### src/rtl/game_flow_ctrl.sv
// Game-flow sequencer for the dodge game: IDLE -> RUN -> FLASH -> OVER, with the
// survival timer kept as saturating BCD digits and the pixel-domain inputs synchronised.
module game_flow_ctrl #(
  parameter int FRAMES_PER_SEC = 60,
  parameter int FLASH_FRAMES   = 30,
  parameter int SYNC_STAGES    = 2
) (
  input  logic       CLK100MHZ,
  input  logic       CPU_RESETN,
  input  logic       vsync_in,
  input  logic       hit_in,
  input  logic       move_req,
  input  logic       restart_req,
  output logic       char_en,
  output logic       enemy_en,
  output logic       flash_red,
  output logic [1:0] state,
  output logic       frame_tick,
  output logic [3:0] dig_sec,
  output logic [3:0] dig_tens,
  output logic [3:0] dig_hund
);

  typedef enum logic [1:0] {
    ST_IDLE  = 2'd0,
    ST_RUN   = 2'd1,
    ST_FLASH = 2'd2,
    ST_OVER  = 2'd3
  } state_t;

  localparam int FC_W = (FRAMES_PER_SEC > 1) ? $clog2(FRAMES_PER_SEC) : 1;

  logic [SYNC_STAGES-1:0] vsync_sync_q;
  logic [SYNC_STAGES-1:0] hit_sync_q;
  logic                   vsync_prev_q;
  logic                   frame_tick_q;
  logic                   vsync_s;
  logic                   hit_s;

  assign vsync_s = vsync_sync_q[SYNC_STAGES-1];
  assign hit_s   = hit_sync_q[SYNC_STAGES-1];

  // Bit 0 is the first synchroniser stage; the top bit is the safe one to use.
  always_ff @(posedge CLK100MHZ or negedge CPU_RESETN) begin
    if (!CPU_RESETN) begin
      vsync_sync_q <= '0;
      hit_sync_q   <= '0;
      vsync_prev_q <= 1'b0;
      frame_tick_q <= 1'b0;
    end else begin
      vsync_sync_q <= {vsync_sync_q[SYNC_STAGES-2:0], vsync_in};
      hit_sync_q   <= {hit_sync_q[SYNC_STAGES-2:0], hit_in};
      vsync_prev_q <= vsync_s;
      frame_tick_q <= vsync_s & ~vsync_prev_q;
    end
  end

  state_t            state_q, state_d;
  logic [FC_W-1:0]   fc_q, fc_d;
  logic [7:0]        fl_q, fl_d;
  logic [3:0]        sec_q, sec_d, tens_q, tens_d, hund_q, hund_d;
  logic [3:0]        sec_inc, tens_inc, hund_inc;
  logic              flash_q, flash_d;
  logic              char_en_q, char_en_d;
  logic              enemy_en_q, enemy_en_d;

  // One-second increment of the BCD timer, holding at 999.
  always_comb begin
    sec_inc  = sec_q;
    tens_inc = tens_q;
    hund_inc = hund_q;
    if (!(hund_q == 4'd9 && tens_q == 4'd9 && sec_q == 4'd9)) begin
      if (sec_q == 4'd9) begin
        sec_inc = 4'd0;
        if (tens_q == 4'd9) begin
          tens_inc = 4'd0;
          hund_inc = hund_q + 4'd1;
        end else begin
          tens_inc = tens_q + 4'd1;
        end
      end else begin
        sec_inc = sec_q + 4'd1;
      end
    end
  end

  always_comb begin
    state_d = state_q;
    fc_d    = fc_q;
    fl_d    = fl_q;
    sec_d   = sec_q;
    tens_d  = tens_q;
    hund_d  = hund_q;
    flash_d = flash_q;
    case (state_q)
      ST_IDLE: begin
        fc_d    = '0;
        fl_d    = '0;
        sec_d   = 4'd0;
        tens_d  = 4'd0;
        hund_d  = 4'd0;
        flash_d = 1'b0;
        if (move_req) state_d = ST_RUN;
      end
      ST_RUN: begin
        // A tick arriving with the hit is still counted before freezing.
        if (frame_tick_q) begin
          if (fc_q == FC_W'(FRAMES_PER_SEC - 1)) begin
            fc_d   = '0;
            sec_d  = sec_inc;
            tens_d = tens_inc;
            hund_d = hund_inc;
          end else begin
            fc_d = fc_q + 1'b1;
          end
        end
        if (hit_s) begin
          state_d = ST_FLASH;
          fl_d    = '0;
          flash_d = 1'b1;
        end
      end
      ST_FLASH: begin
        if (frame_tick_q) begin
          if (fl_q == 8'(FLASH_FRAMES - 1)) begin
            state_d = ST_OVER;
            flash_d = 1'b1;
          end else begin
            fl_d = fl_q + 8'd1;
            if (fl_q[1:0] == 2'b11) flash_d = ~flash_q;
          end
        end
      end
      ST_OVER: begin
        flash_d = 1'b1;
        if (restart_req) begin
          state_d = ST_IDLE;
          fc_d    = '0;
          fl_d    = '0;
          sec_d   = 4'd0;
          tens_d  = 4'd0;
          hund_d  = 4'd0;
          flash_d = 1'b0;
        end
      end
      default: state_d = ST_IDLE;
    endcase
    char_en_d  = (state_d == ST_IDLE) || (state_d == ST_RUN);
    enemy_en_d = (state_d == ST_RUN);
  end

  always_ff @(posedge CLK100MHZ or negedge CPU_RESETN) begin
    if (!CPU_RESETN) begin
      state_q    <= ST_IDLE;
      fc_q       <= '0;
      fl_q       <= '0;
      sec_q      <= 4'd0;
      tens_q     <= 4'd0;
      hund_q     <= 4'd0;
      flash_q    <= 1'b0;
      char_en_q  <= 1'b1;
      enemy_en_q <= 1'b0;
    end else begin
      state_q    <= state_d;
      fc_q       <= fc_d;
      fl_q       <= fl_d;
      sec_q      <= sec_d;
      tens_q     <= tens_d;
      hund_q     <= hund_d;
      flash_q    <= flash_d;
      char_en_q  <= char_en_d;
      enemy_en_q <= enemy_en_d;
    end
  end

  assign state      = state_q;
  assign char_en    = char_en_q;
  assign enemy_en   = enemy_en_q;
  assign flash_red  = flash_q;
  assign frame_tick = frame_tick_q;
  assign dig_sec    = sec_q;
  assign dig_tens   = tens_q;
  assign dig_hund   = hund_q;

endmodule

### config.mk
export PLATFORM = sky130hd
export DESIGN_NAME = game_flow_ctrl
export DESIGN_NICKNAME = d
export VERILOG_FILES = /design/src/rtl/game_flow_ctrl.sv
export SDC_FILE = /design/constraint.sdc
export NUM_CORES = 1
export LEC_CHECK = 0
export BUFFER_PORTS_ARGS = -buffer_cell sky130_fd_sc_hd__buf_2
export CAP_MARGIN = 20
export CORE_MARGIN = 2
export CORE_UTILIZATION = 51
export DETAILED_ROUTE_END_ITERATION = 8
export HOLD_SLACK_MARGIN = 0.15
export PLACE_DENSITY_LB_ADDON = 0.12
export SETUP_SLACK_MARGIN = 0.4
export SLEW_MARGIN = 0
export SYNTH_ARGS = -nofsm -noshare
export SYNTH_HDL_FRONTEND = slang
export SYNTH_SLANG_ARGS = --single-unit
export TNS_END_PERCENT = 5
### constraint.sdc
create_clock -name CLK100MHZ -period 2 [get_ports CLK100MHZ]
set_clock_uncertainty 0.05 [all_clocks]
set_input_delay 0.4 -clock CLK100MHZ [delete_from_list [all_inputs] [get_ports CLK100MHZ]]
set_output_delay 0.4 -clock CLK100MHZ [all_outputs]
set_load 0.01 [all_outputs]
==> results of run 1 <==
logic make-up after synthesis:
| logic type | count (synthesis) |
|---|---|
| AO/OA/AOI/OAI | 47 |
| XOR/XNOR | 10 |
| adder cells (fa/ha/maj) | 9 |
| buffers and inverters | 15 |
| flip-flops | 37 |
| multiplexers | 2 |
| AND/OR/NAND/NOR | 73 |
registers in the layout (all words and copies together), names as in the netlist:
register,cells
vsync_prev_q,1
state,2
hit_sync_q,2
frame_tick,1
enemy_en,1
dig_tens,4
dig_hund,4
char_en,1
flash_red,1
vsync_sync_q,2
dig_sec,4
fl_q,8
fc_q,6
cell type report:
| class | count | area, um^2 | area share, % |
|---|---|---|---|
| clock buffers | 8 | 90.1 | 3.58 |
| inverters | 8 | 30.0 | 1.19 |
| multi-input cells | 141 | 1110 | 44.2 |
| flip-flops and latches | 37 | 930 | 37.0 |
| well taps | 48 | 60.1 | 2.39 |
| repair buffers | 45 | 294 | 11.7 |
what timing repair did:
action | in CTS | in global routing
gates resized for setup | 17 | 25
setup endpoints to repair | 27 | 29
setup buffers | 4 | 0
hold buffers | 1 | 0
pin swaps | 10 | 20
endpoints found under the hold margin | 36 | 0
cell usage after synthesis, drive strengths merged (2+ instances only):
master	n	share of area, %
a31oi	2	0.64
inv	8	1.5
a21oi	7	1.8
dfrtp	36	46
or3	2	0.64
nor3	3	0.77
nor2	17	3.3
o41ai	4	1.8
ha	9	5.8
nand2	21	4.0
and3	5	1.9
nand3	7	1.8
a2111oi	2	1.9
nand4b	2	0.90
mux2i	2	1.0
nand2b	2	0.64
xnor2	4	1.8
buf	7	2.0
nor2b	2	0.64
xor2	6	2.7
o31ai	6	2.3
and4	2	0.90
and3b	2	0.90
nor3b	2	0.77
o21ai	14	3.8
o211ai	3	1.2
stage by stage:
step	instance area [um^2]	power, uW
after detailed placement	2210	2020
after CTS	2400	2680
after global routing	2510	3020
final	2510	2830
after floorplan	1950	1630
after global placement	2210	1980
path summary, 6_finish.rpt:
| path | endpoint | slack [ps] | cells after the start |
|---|---|---|---|
| max in group asynchronous | state[1] | 900 | 3 |
| min in group asynchronous | dig_hund[0] | 620 | 3 |
| min reg2reg | vsync_sync_q[1] | 310 | 0 |
| max reg2reg | fl_q[3] | 70 | 7 |
| max | fl_q[3] | 70 | 7 |
| min | hit_sync_q[0] | 170 | 1 |
routing by layer:
layer | wire, um | GRT usage (%) | part of all wire [%]
met5 | 0 | 0 | 0
met4 | 106 | 12.5 | 2.4
met3 | 164 | 5.11 | 3.8
met2 | 2270 | 38.6 | 52
met1 | 1800 | 25.5 | 41
power by group:
| part | leakage (uW) | switching, uW | total (uW) | internal (uW) |
|---|---|---|---|---|
| Clock | 0.0000455 | 258 | 539 | 281 |
| Combinational | 0.000624 | 721 | 1300 | 582 |
| Sequential | 0.000489 | 128 | 991 | 863 |
| Total | 0.00116 | 1110 | 2830 | 1730 |
==> metrics.md, run 1 <==
| Metric | Value |
|---|---|
| Status | finished, final reports clean |
| Syn_nets | 208 |
| Core area | around 3700 um^2 |
| Detailed Route WL | about 4.3 mm |
| Most common cell after layout, fill and taps aside | dfrtp_1 |
| Global Route Usage Sum | approximately 22% |
| Die Wd | 65.8 um |
| Critical Path AT | 2040 ps |
| Synth Area in XOR/XNOR | under 10% |
| Netlist Area Pre-Place | 1950 um^2 |
| Io pins | 24 |
| Synthesized instance count | slightly below 200 |
| Site Rows | 22 |
| Synth Area in Simple Gates | roughly a fifth |
| Unique cell type count in the Yosys netlist | 48 |
| DRT Pass-1 Iters | 4 |
| Post-DRT Antenna Nets | 0 |
| GP Congestion | around 0.86 |
| Compound-Gate Fraction of Synth Area | ~18% |
| Fillers | 287 |
| Layout area overhead | 28.9% |
| Final setup viols | 0 |
| Fin. max-slew vios | 0 |
| Drt wl/cell | 15.1 um |
| Leakage | 0.00116 uW |
| Vias in the first global route | roughly 1,700 |
| Largest family of logic cells by synthesized area | simple AND/OR/NAND/NOR gates |
| Clk sinks | 37 |
| Final WS setup | 71.0 ps |
| Seq cells post-synth | 37 |
| Fin cells | 287 |
| Peak VDD IR | 875 uV |
| Initial antenna violation count | 0 |
| Syn. warnings | 0 |
| Share of cells above drive strength 1 | about 34% |
| Max Cap Violations | 0 |
| DRC | 0 |
| Hold Vio Cnt, Final | 0 |
| RSZ-0062 raised after global routing | yes |
| Worst slew pin tran | between 400 and 500 ps |
| Total negative slack | 0 ps |
| Ys flop type | dfrtp_1 |
| Clk_lat worst skew | 290 ps |
| Tmin final | between 1500 and 2000 ps |
| CTS tree | yes |
| Clock Path Buffers | 2 |
| Setup CP Type | register to register |
| Pin count of the biggest net entering global routing | 38 |
| Mux cell area share after synthesis | 1.03% |
| Min-delay src | hit_in |
| Highest-delay cell along the critical path | or4b_4 |
| Finished Core Util | 68.7% |
| Worst R2R Start | fl_q[1] |
| Dpl cells | 274 |
| Clock root buffer master | clkbuf_8 |
| Post-synth EDFFs | 0 |
| Max stage delay on crit path | roughly 450 ps |
| H-tree Lvls | 2 |
| CP Launch Type | register |
| CTS clk-pin slew, worst paths | around 70 ps |
| Most frequent cells in the layout | 34 x dfrtp_1, 23 x buf_2, 18 x nand2_1, 18 x buf_4, 16 x nor2_1 |
| # nets final | between 200 and 300 |
| Vias per inst | between 5 and 6 |
| Num CTS Buffers | 5 |
| Initial Utilization | between 50% and 60% |
| CP cell instances | inv_1, ha_1, or4b_4, or2_4, o211ai_1, xor2_1, nor2_1 |
| First-pass GRT wire length | between 7 and 8 mm |
| Critical Path Start | fl_q[1] |
| Headroom to the max-slew limit | 68.5% |
| Port buffer count | 23 |
| Hold WC Path Type | primary input to register |
| Crit-path max FO | 8 |
| Synth Area in Adders | 5.77% |
| DR iter-0 viols | 99 |
| Die Ht | between 60 and 70 um |
| Via count | 1,660 |
| Sequential area share after synthesis | ~48% |
| Setup crit end kind | register |
| Final HPWL DP | ~2.9 mm |
| Total Die Area | between 4000 and 5000 um^2 |
| Pre-CTS WS | approximately 34 ps |
| Fmax | 518 MHz |
| PD cells | around 1100 nW/um^2 |
| Worst path bufs/invs | 1 |
| CP required | between 2000 and 2500 ps |
| Tcrit/Tclk final | between 90% and 100% |
| Global route total overflow | 0 |
| Family with the most delay on the worst path | simple AND/OR/NAND/NOR gates |
| Share of synthesized registers carrying an async set or reset | 100% |
| Worst Hold Slack | roughly 170 ps |
| Syn avg cell area | around 10 um^2 |
| Antenna diodes | 0 |
(Power assumes the default switching activity.)
==> run 2: changes to the inputs <==
--- a/config.mk
+++ b/config.mk
@@ -5,13 +5,15 @@
 export SDC_FILE = /design/constraint.sdc
 export NUM_CORES = 1
 export LEC_CHECK = 0
+export ABC_AREA = 1
 export BUFFER_PORTS_ARGS = -buffer_cell sky130_fd_sc_hd__buf_2
 export CAP_MARGIN = 20
 export CORE_MARGIN = 2
-export CORE_UTILIZATION = 51
+export CORE_UTILIZATION = 52
 export DETAILED_ROUTE_END_ITERATION = 8
 export HOLD_SLACK_MARGIN = 0.15
-export PLACE_DENSITY_LB_ADDON = 0.12
+export PLACE_DENSITY = 0.79
+export REMOVE_ABC_BUFFERS = 1
 export SETUP_SLACK_MARGIN = 0.4
 export SLEW_MARGIN = 0
 export SYNTH_ARGS = -nofsm -noshare
==> run 2 against run 1 <==
Against the previous run: sequential power rose by 9%; largest cell class unchanged; combinational power grew 17%; via count rose by 14%; area after synthesis is 9.6% higher; synthesized cell count grew 42%; sequential share of layout area down 1.8 points; die area is 7.0% higher; cell area is 5.5% higher; critical endpoint is now dig_hund[2]; total power increased by 20%; maximum frequency up 23%.
==> metrics.md, run 2 <==
| Metric | Value |
|---|---|
| Status | finished, final reports clean |
| Site Rows | 23 |
| Die Ht | approximately 68 um |
| Layout area overhead | 24.1% |
| Port buffer count | 23 |
| CP Launch Type | register |
| Headroom to the max-slew limit | between 60 and 70% |
| Post-synth EDFFs | 0 |
| Critical Path AT | ~1700 ps |
| Most frequent cells in the layout | 77 x nand2_1, 32 x inv_1, 31 x dfrtp_1 |
| Critical path depth | 7 |
| Max Cap Violations | 0 |
| Fmax | roughly 640 MHz |
| Clk_lat worst skew | roughly 290 ps |
| Post-synth top cells | 79 x nand2_1, 36 x dfrtp_1, 33 x inv_1 |
| Core area | just under 4000 um^2 |
| H-tree Lvls | 2 |
| Most common cell after layout, fill and taps aside | nand2_1 |
| Sequential share of power | about a third |
| Total Die Area | approximately 4600 um^2 |
| Total Power | ~3400 uW |
| Final HPWL DP | a little under 3 mm |
| Num CTS Buffers | 5 |
| Clock root buffer master | clkbuf_8 |
| Yosys top cell by area | dfrtp_1 |
| Syn avg cell area | between 7 and 8 um^2 |
| Family with the most delay on the worst path | simple AND/OR/NAND/NOR gates |
| Netlist Area Pre-Place | between 2000 and 2500 um^2 |
| First-pass GRT wire length | about 7 mm |
| Hold WC Path Type | primary input to register |
| DR iter-0 viols | 149 |
| Seq cells post-synth | 37 |
| Setup crit end kind | register |
| Unique cell type count in the Yosys netlist | 30 |
| NetSw | 1400 uW |
| GP Congestion | approximately 0.87 |
| Sequential area share after synthesis | a little over two fifths |
| Max stage delay on crit path | 420 ps |
| Net Sw Frac | between 40% and 50% |
| PD cells | approximately 1300 nW/um^2 |
| Pin count of the biggest net entering global routing | 38 |
| Share of synthesized registers carrying an async set or reset | 100% |
| Ys flop type | dfrtp_1 |
| Cell Int Power | about 2000 uW |
| Largest register FFs | 8 |
| Antenna diodes | 0 |
| Drt wl/cell | 12.5 um |
| Clock share of power | approximately 23% |
| Global Route Usage Sum | 21.1% |
| Detailed Route WL | around 4.6 mm |
| RSZ-0062 raised after global routing | yes |
| DRT Pass-1 Iters | 4 |
| Initial Utilization | a little over half |
| Vias in the first global route | ~1,600 |
| Syn. warnings | 0 |
| Top reg by flops | fl_q |
| Post-DRT Antenna Nets | 0 |
| Clk sinks | 37 |
| Global route total overflow | 0 |
| Tcrit/Tclk final | between 70% and 80% |
| Die Wd | between 60 and 70 um |
| Initial antenna violation count | 0 |
| Fin. max-slew vios | 0 |
| Synthesized instance count | ~280 |
| Post-synth top area share | between 40 and 50% |
| Largest regs | fl_q: 8 flops, fc_q: 6 flops |
| Io pins | 24 |
| Critical path's most frequent cell | nand2_1 |
| Hold Vio Cnt, Final | 0 |
| Total negative slack | 0 ps |
| Setup CP Type | register to register |
| # nets final | ~330 |
| CP cell instances | inv_1, ha_4, nand3_4, o21ai_4, nand4_1, nand2_1, nand2_1 |
| Leakage | ~0.0013 uW |
| Worst path bufs/invs | 1 |
| Logic pwr share | between 40% and 50% |
| Count leader, synth | nand2_1 |
| WHS Path Cells | 1 |
| Peak VDD IR | between 900 and 1000 uV |
| Worst slew pin tran | ~460 ps |
| Vias per inst | slightly above 5 |
| Final setup viols | 0 |
| Clock Path Buffers | 2 |
| Top post-synthesis cells by area | dfrtp_1 42%, nand2_1 14%, nand3_1 6.8%, inv_1 5.8%, ha_1 5.3% |
| Via count | 1,892 |
| CTS clk-pin slew, worst paths | 80 ps |
| Share of cells above drive strength 1 | about a quarter |
| Crit-path max FO | 5 |
| R2R cell count | 7 |
| DRC | 0 |
| CP required | 2130 ps |
| Highest-delay cell along the critical path | dfrtp_1 |
| Tmin final | ~1600 ps |
| CTS tree | yes |
[run 2: power by group through the flow]
stage                     logic (uW)  registers (uW)  clock network [uW]
after detailed placement        1210            1090                   0
final                           1520            1080                 786
after global routing            1720            1110                 827
after global placement          1190            1070                   0
after floorplan                  846            1110                   0
after CTS                       1300            1080                 798
[run 2: final timing paths]
| path | start | endpoint | slack (ps) |
|---|---|---|---|
| setup / recovery | dig_sec[1] | dig_hund[2] | 430 |
| hold / removal | vsync_in | vsync_sync_q[0] | 160 |
| setup reg to reg | dig_sec[1] | dig_hund[2] | 430 |
| hold reg to reg | hit_sync_q[0] | hit_sync_q[1] | 300 |
| max in group asynchronous | CPU_RESETN | char_en | 910 |
| min in group asynchronous | CPU_RESETN | fl_q[5] | 640 |
[run 2: cells by family (layout without fill, tap and decap cells)]
logic type / after synthesis / in the layout / share of synthesized area (%)
and+or+nand+nor: 163 / 164 / 35.5
buffers and inverters: 41 / 84 / 8.55
AOI/OAI and AO/OA: 20 / 20 / 5.27
adders and majority gates: 9 / 9 / 5.27
DFF: 37 / 37 / 43.4
xor gates and xnor gates: 5 / 5 / 2.05
[run 2: metrics by stage]
stage	utilization [%]	instance area [um^2]	setup slack (ps)	std cells	hold WS [ps]
after floorplan	-	2100	419	272	54.4
after global placement	57.7	2290	377	347	284
after detailed placement	57.7	2290	310	347	287
after CTS	62.5	2480	400	358	152
after global routing	66.8	2650	326	369	156
final	66.8	2650	435	369	163
[run 2: layout make-up]
type | instances | area, um^2
sequential | 37 | 933
multi-input combinational | 198 | 1140
inverter | 38 | 145
clock inverter | 3 | 68.8
tap | 50 | 62.6
timing repair buffer | 38 | 233
clock buffer | 5 | 68.8
fill | 321 | 1320
[run 2: repair_timing]
item                                   4_1_cts  5_1_grt
setup endpoints to repair                   15       22
gates cloned                                 1        0
pin swaps                                    2       15
resized for setup                            6       21
setup buffers                                1       10
endpoints found under the hold margin       36        1
hold buffers                                 1        1
[run 2: worst register-to-register path, cell delays in order, from the launching register on]
cell and delay, ps:
dfrtp_1 420, inv_1 120, ha_4 150, nand3_4 140, o21ai_4 200, nand4_1 200
nand2_1 120, nand2_1 50
[run 2: per-layer routing]
layer | track usage (%) | up-vias | wire length [um]
met1 | 28.2 | 893 | 2100
li1 | - | 956 | -
met2 | 33.3 | 39 | 2260
met3 | 5.26 | 4 | 191
met4 | 7.75 | 0 | 63
met5 | 0 | - | 0
==> run 3: changes to the inputs <==
--- a/config.mk
+++ b/config.mk
@@ -9,10 +9,10 @@
 export BUFFER_PORTS_ARGS = -buffer_cell sky130_fd_sc_hd__buf_2
 export CAP_MARGIN = 20
 export CORE_MARGIN = 2
-export CORE_UTILIZATION = 52
+export CORE_UTILIZATION = 58
 export DETAILED_ROUTE_END_ITERATION = 8
 export HOLD_SLACK_MARGIN = 0.15
-export PLACE_DENSITY = 0.79
+export PLACE_DENSITY = 0.83
 export REMOVE_ABC_BUFFERS = 1
 export SETUP_SLACK_MARGIN = 0.4
 export SLEW_MARGIN = 0
==> constraint.sdc (replaced) <==
create_clock -name CLK100MHZ -period 1.45 [get_ports CLK100MHZ]
set_clock_uncertainty 0.05 [all_clocks]
set_input_delay 0.29 -clock CLK100MHZ [delete_from_list [all_inputs] [get_ports CLK100MHZ]]
set_output_delay 0.29 -clock CLK100MHZ [all_outputs]
set_load 0.01 [all_outputs]
==> run 3 against run 2 <==
Against the previous run: the flow now finishes with violations (negative setup slack); maximum frequency grew 2.2%; clock power up 36%; final cell count up 9.5%; highest routed layer unchanged.
==> metrics.md, run 3 (synthesis gave the netlist of run 2 again) <==
| Metric | Value |
|---|---|
| Die Ht | roughly 65 um |
| Total Power | 5650 uW |
| Net Sw Frac | 40.5% |
| Initial Utilization | between 50% and 60% |
| Hold Vio Cnt, Final | 0 |
| Final WS setup | -82.2 ps |
| Crit-path max FO | 4 |
| Share of cells above drive strength 1 | roughly two fifths |
| Critical path's most frequent cell | nand2_1 |
| CTS tree | yes |
| Tmin final | 1530 ps |
| Largest regs | fl_q: 8 flops, fc_q: 6 flops |
| Fmax | between 600 and 700 MHz |
| Vias in the first global route | 2,013 |
| Clock share of power | a little under a fifth |
| Clock Path Buffers | 2 |
| Hold WC Path Type | primary input to register |
| First-pass GRT wire length | around 8.8 mm |
| PD cells | around 1800 nW/um^2 |
| Met1 Track Usage GR | a little under a third |
| Clock root buffer master | clkbuf_8 |
| Num CTS Buffers | 5 |
| DR iter-0 viols | between 150 and 200 |
| GP Congestion | slightly above 0.9 |
| Sequential share of power | 25.4% |
| Final Cell Area | between 3000 and 4000 um^2 |
| Grt peak-use layer | met2 |
| CTS clk-pin slew, worst paths | around 80 ps |
| Final setup viols | 16 |
| Setup crit end kind | register |
| Final HPWL DP | 3.38 mm |
| Max stage delay on crit path | roughly 370 ps |
| Highest-delay cell along the critical path | dfrtp_1 |
| Clk sinks | 37 |
| Largest register FFs | 8 |
| Max Cap Violations | 0 |
| Antenna diodes | 0 |
| Global Route Usage Sum | 28.1% |
| Met3 usage | around 6.1% |
| Layout area overhead | 45.3% |
| Failing checks | negative setup slack |
| Area after DPL | between 2000 and 3000 um^2 |
| Vias per inst | around 5.4 |
| DRT Pass-1 Iters | 4 |
| Drt wl/cell | 15.7 um |
| GRT met2 Usage | ~50% |
| Detailed Route WL | 6.33 mm |
| Total negative slack | -650 ps |
| Cell Int Power | around 3400 uW |
| Via count | ~2,200 |
| NetSw | between 2000 and 2500 uW |
| Top reg by flops | fl_q |
| Die Wd | 64.7 um |
| Worst slew pin tran | between 300 and 400 ps |
| Leakage | about 0.0016 uW |
| Pin count of the biggest net entering global routing | 23 |
| Global route total overflow | 0 |
| Headroom to the max-slew limit | just under 80% |
| Peak VDD IR | about 1300 uV |
| Site Rows | 22 |
| Io pins | 24 |
| Fin. max-slew vios | 0 |
| CP required | 1590 ps |
| Port buffer count | 23 |
| Core area | approximately 3600 um^2 |
| Most common cell after layout, fill and taps aside | nand2_1 |
| Tcrit/Tclk final | 106% |
| Status | finished with violations |
| Most frequent cells in the layout | 73 x nand2_1, 38 x buf_4, 33 x dfrtp_1 |
| Setup CP Type | register to register |
| RSZ-0062 raised after global routing | yes |
| CP Launch Type | register |
| Logic pwr share | between 50% and 60% |
| DRC | 0 |
| Critical Path AT | roughly 1700 ps |
| # nets final | 370 |
| CP cell instances | ha_2, inv_2, nor2_2, nand3_1, nand2_2, nand4_1, nand2_1, nand2_1 |
| Initial antenna violation count | 0 |
| Clk_lat worst skew | about 300 ps |
| Post-DRT Antenna Nets | 0 |
| Total Die Area | roughly 4200 um^2 |
| H-tree Lvls | 2 |
==> run 3: power by group through the flow <==
| stage | logic [uW] | registers (uW) | clock network [uW] |
|---|---|---|---|
| floorplan | 1170 | 1530 | 0 |
| global placement | 2300 | 1390 | 0 |
| detailed placement | 2360 | 1400 | 0 |
| CTS | 2720 | 1400 | 1080 |
| global route | 3380 | 1450 | 1120 |
| finish | 3140 | 1440 | 1070 |
==> run 3: per-layer routing <==
| layer | share of wire, % | vias to the layer above |
|---|---|---|
| li1 | - | 1027 |
| met2 | 53 | 80 |
| met1 | 37 | 1050 |
| met5 | 0 | - |
| met3 | 3.9 | 33 |
| met4 | 5.8 | 0 |
==> run 3: metrics by stage <==
stage / hold slack (ps) / utilization [%] / instances / setup slack (ps)
after global placement: 181 / 71.8 / 380 / 6.39
after CTS: 243 / 80.7 / 402 / 26.7
after global routing: 320 / 86.1 / 404 / -168
after floorplan: -55.6 / - / 272 / -131
final: 268 / 86.1 / 404 / -82.2
after detailed placement: 184 / 71.8 / 380 / -42.5
==> run 3: final timing paths <==
kind | startpoint | to | slack [ps] | cells past startpoint
min in group asynchronous | CPU_RESETN | fc_q[4] | 360 | 2
max | fc_q[0] | dig_tens[2] | -80 | 8
max reg2reg | fc_q[0] | dig_tens[2] | -80 | 8
min reg2reg | vsync_sync_q[0] | vsync_sync_q[1] | 310 | 0
min | move_req | state[0] | 270 | 5
max in group asynchronous | CPU_RESETN | char_en | 510 | 3
==> run 3: final cells by class <==
cell class	count	area (um^2)
well taps	48	60.1
clock inverters	3	65.1
repair buffers	75	621
multi-input cells	198	1210
fillers	181	502
clock buffers	5	68.8
inverters	38	150
flip-flops and latches	37	931
==> run 3: worst max-delay path: cells and delay by family (launching register included) <==
kind | cells | cell delay [ps]
buffers and inverters | 1 | 40
adder cells (fa/ha/maj) | 1 | 200
flip-flops | 1 | 370
AND/OR/NAND/NOR | 6 | 760
==> run 3: what timing repair did <==
| action | 4_1_cts | 5_1_grt |
|---|---|---|
| setup buffers | 10 | 2 |
| hold buffers | 3 | 0 |
| hold endpoints to repair | 17 | 0 |
| cloned | 1 | 0 |
| pin swaps | 14 | 23 |
| setup endpoints to repair | 49 | 71 |
| resized for setup | 19 | 46 |
